$ cat config.mk
export PLATFORM = sky130hd
export DESIGN_NAME = parity4_rx
export DESIGN_NICKNAME = d
export VERILOG_FILES = /design/src/rtl/parity4_rx.sv
export SDC_FILE = /design/constraint.sdc
export NUM_CORES = 1
export LEC_CHECK = 0
export ABC_AREA = 1
export CAP_MARGIN = 25
export CORE_MARGIN = 1.5
export CORE_UTILIZATION = 45
export CTS_CLUSTER_DIAMETER = 80
export DETAILED_ROUTE_END_ITERATION = 8
export PLACE_DENSITY = 0.73
export SYNTH_ARGS = -nofsm -noshare
export SYNTH_HDL_FRONTEND = slang
export SYNTH_SLANG_ARGS = --single-unit
$ cat constraint.sdc
create_clock -name CLK -period 1.4 [get_ports CLK]
set_input_delay 0.42 -clock CLK [delete_from_list [all_inputs] [get_ports CLK]]
set_output_delay 0.42 -clock CLK [all_outputs]
set_load 0.02 [all_outputs]
$ cat src/rtl/parity4_rx.sv
// parity4_rx: serial receiver and parity checker for 4-bit nibbles.
// Frame on the line, one bit per EN strobe: start(0), D, C, B, A, P, stop(1).
// The nibble is recovered MSB first, and D^C^B^A is recomputed (inverted when ODD=1).
// Parity and framing errors are flagged.
// Optional feature: define PARITY4_RX_ERRCNT_EN to build the 8-bit saturating
// error counter on ERRCNT. Without it, ERRCNT is tied to 8'h00.
//
// Output semantics: VALID is a one-cycle pulse, with no back-pressure, raised in
// the cycle after the edge that samples the stop bit. Q, PERR and FERR are
// updated on that same edge and hold until the next frame completes. VALID
// fires for errored frames too; PERR/FERR qualify it.
// The internal signal `state` (type state_t) is the FSM observation point.

module parity4_rx #(
   parameter int ODD = 0
) (
   input  logic       CLK,
   input  logic       RSTN,
   input  logic       EN,
   input  logic       SIN,
   output logic [3:0] Q,
   output logic       VALID,
   output logic       PERR,
   output logic       FERR,
   output logic [7:0] ERRCNT
);

   typedef enum logic [2:0] {
      IDLE    = 3'd0,
      DATA    = 3'd1,
      PAR     = 3'd2,
      STOP    = 3'd3,
      WAIT_HI = 3'd4
   } state_t;

   state_t     state;
   state_t     state_nx;
   logic [3:0] shreg;
   logic [1:0] idx;
   logic       par;
   logic       exp_par;

   // Expected parity bit for the nibble currently held in the shift register
   assign exp_par = (^shreg) ^ (ODD != 0);

   // State register; reset returns to IDLE and discards any frame in flight
   always_ff @(posedge CLK) begin
      if (!RSTN) state <= IDLE;
      else       state <= state_nx;
   end

   // Next-state logic; only EN strobes advance the frame
   always_comb begin
      state_nx = state;
      case (state)
         IDLE:    if (EN && !SIN)        state_nx = DATA;
         DATA:    if (EN && idx == 2'd3) state_nx = PAR;
         PAR:     if (EN)                state_nx = STOP;
         // A low stop bit parks in WAIT_HI so a stuck-low line never looks like a start bit
         STOP:    if (EN)                state_nx = SIN ? IDLE : WAIT_HI;
         WAIT_HI: if (EN && SIN)         state_nx = IDLE;
         default:                        state_nx = IDLE;
      endcase
   end

   // Datapath: shift in data, capture parity, publish results when the frame completes
   always_ff @(posedge CLK) begin
      if (!RSTN) begin
         shreg <= 4'h0;
         idx   <= 2'd0;
         par   <= 1'b0;
         Q     <= 4'h0;
         VALID <= 1'b0;
         PERR  <= 1'b0;
         FERR  <= 1'b0;
      end else begin
         VALID <= 1'b0;
         if (EN) begin
            case (state)
               IDLE: if (!SIN) idx <= 2'd0;
               DATA: begin
                  shreg <= {shreg[2:0], SIN};
                  idx   <= idx + 2'd1;
               end
               PAR:  par <= SIN;
               STOP: begin
                  Q     <= shreg;
                  PERR  <= (par != exp_par);
                  FERR  <= ~SIN;
                  VALID <= 1'b1;
               end
               default: ;
            endcase
         end
      end
   end

`ifdef PARITY4_RX_ERRCNT_EN
   logic [7:0] errcnt;
   logic       frame_done;
   logic       frame_err;

   assign frame_done = (state == STOP) && EN;
   assign frame_err  = (par != exp_par) || !SIN;

   // Count errored frames once each, saturating at 8'hFF
   always_ff @(posedge CLK) begin
      if (!RSTN)
         errcnt <= 8'h00;
      else if (frame_done && frame_err && errcnt != 8'hFF)
         errcnt <= errcnt + 8'd1;
   end

   assign ERRCNT = errcnt;
`else
   assign ERRCNT = 8'h00;
`endif

endmodule

==> metrics.cfg <==
[timing]
final_hold_viol_count = 0
fin_skew_ns = 0.00169
setup_tns_ns = 0
fmax_mhz = 755
layout_setup_ws_ns = 0.0760
finalSetupViolations = 0
rsz0062_at_grt = false
finalCritPeriodShare = 0.946
period_needed_ns = 1.32
final_max_slew_viol_count = 0

[synthesis]
netlist.area_leader.share = 0.418
synth_area_sq_um = 815
synth_cells = 113
synth_edf_count = 0
synth_flop_cell = dfxtp_1
synthTopCellsByArea = dfxtp_1 42%, nand2_1 14%, a21oi_1 8.0%
avgSynthCellArea_sq_um = 7.21
ys_warn_count = 0
synth_area_leader_cell = dfxtp_1
yosysSeqAreaShare = 0.418
synth_cell_type_count = 21
ys_ff_latch = 17
synthArstFlopShare = 0

[floorplanning]
die_x_um = 45.5
start_util = 0.477
rows = 15
io_pins = 19
dieArea_sq_um = 2070
dieHeight_um = 45.5
core_area_sq_um = 1710

[global_routing]
gr-total-overflow = 0
grt.total_usage = 0.182
grt_pass1_wl_um = 2700
grt_max_degree = 11
grt_pass1_vias = 666
antenna_found_initial = 0

[worst_setup_path]
cp_max_fo = 1
crit_path_start_kind = flip-flop
cp.required_ns = 0.98
path_buf_inv = 1
crit_path_end_kind = output pin
cpMaxStageDelayCell = dfxtp_1
path_cells = clkdlybuf4s15_1
worstPathArrival_ns = 0.90
max_stage_delay_ns = 0.32
crit_type = flip-flop to output pin
cp_top_family = flip-flops

[detailed_routing]
viasPerCell = 4.70
drt_iter0_drc = 11
vias = 733
dr_wl_met2_um = 772
antenna_left = 0
wl_um = 1560
first_pass_iters = 4
drc_errors = 0
wl_met3_um = 54
wl_met1_um = 695
top_layer_used = met4
post_drt_wl_per_cell_um = 10.0

[clock_network]
clockRootBuffer = clkbuf_4
cts_htree_levels = 1
clock_latency_ns = 0.29
cts_buffers = 3
clkTransAtPathRegs_ns = 0.10
hold_buffers = 0
clock_path_buffers = 2
cts_tree = built
cts_sinks = 17

[cells_and_area]
layout_common_cells = 30 x nand2_1, 17 x dfxtp_1, 13 x a21oi_1
fin_nets = 137
n_antenna_cell = 0
layout_commonest_cell = nand2_1
stdcell_count = 156
drive_gt1_frac = 0.191
fill_cells = 180
fin_area_sq_um = 956
syn_to_final_growth_pct = 17.4

[placement]
hpwlAfterDp_um = 1260
dp_cells = 152
placed_cell_area_sq_um = 956
pre_cts_ws_ns = -0.295
port_buffers = 10
gp_congestion = 0.836

[pwr]
clkPwrFrac = 0.186
power_switching_mw = 0.543
power_density_nw_per_um2 = 1460
seq_power_share = 0.451
irDropWorstVdd_v = 0.000849
p_int_mw = 0.854
combPwrFrac = 0.363
p_leak_nw = 0.457
finalPower_mw = 1.40
p_sw_frac = 0.389

[worst_hold_path]
hold_class = flip-flop to flip-flop

[outcome]
outcome = completed

[run]
cap_violations = 0

## stage by stage
stage	hold WS [ns]	util
floorplan	0.439	-
global placement	0.455	0.560
detailed placement	0.456	0.560
CTS	0.469	0.571
global route	0.498	0.560
finish	0.470	0.560
## final cells by class
type                       instances  area [sq um]  share of cell area
tap                               25          31.3              0.0327
inverter                          11          41.3              0.0432
multi-input combinational         82           390               0.408
sequential                        17           340               0.356
clock buffer                       3          22.5              0.0236
clock inverter                     1          5.00             0.00524
timing repair buffer              17           125               0.131
## sequential cells by signal, indices dropped and copies added, names as in the netlist
register / flops
Q: 4
par: 1
idx: 2
VALID: 1
state: 3
FERR: 1
PERR: 1
shreg: 4
## worst paths after layout
path / depth (start not counted) / slack [ns] / from / end
hold reg to reg: 2 / 0.47 / Q[1]$_SDFFE_PN0P_ / Q[1]$_SDFFE_PN0P_
hold / removal: 2 / 0.47 / Q[1]$_SDFFE_PN0P_ / Q[1]$_SDFFE_PN0P_
setup / recovery: 1 / 0.08 / VALID$_SDFF_PN0_ / VALID
setup reg to reg: 8 / 0.20 / state[2]$_SDFFE_PN0P_ / state[0]$_SDFFE_PN0P_
## power by group through the flow
stage | registers, mW | clock network [mW] | logic [mW]
6_report | 0.630 | 0.259 | 0.507
4_1_cts | 0.630 | 0.274 | 0.511
3_3_place_gp | 0.635 | 0 | 0.496
3_5_place_dp | 0.641 | 0 | 0.513
5_1_grt | 0.641 | 0.296 | 0.586
2_1_floorplan | 0.627 | 0 | 0.414
## synthesized netlist by cell type, types with 2 or more instances
library cell,count
nand3_2,2
o21ai_0,3
a21oi_1,13
inv_2,4
nand3_1,6
inv_1,6
dfxtp_1,17
nand2_1,30
buf_4,8
o21ai_1,5
nor2_1,9
## metal layers
layer	global-route usage	vias to the layer above
met2	0.313	15
met1	0.212	330
met3	0.0238	5
met4	0.106	0
met5	0	-
li1	-	383
## timing repair
item	4_1_cts	5_1_grt
resized for setup	8	13
endpoints found under the hold margin	0	0
setup buffers	0	0
setup endpoints to repair	7	12
## cells by family (layout without fill, tap and decap cells)
logic type	Yosys count	count (layout)	synth area share
adder cells (fa/ha/maj)	1	1	0.0154
AND/OR/NAND/NOR	50	50	0.272
AO/OA/AOI/OAI	22	22	0.144
other	1	8	0.00460
buffers and inverters	21	32	0.135
XOR/XNOR	1	1	0.0108
flip-flops	17	17	0.418
(Power assumes the default switching activity.)
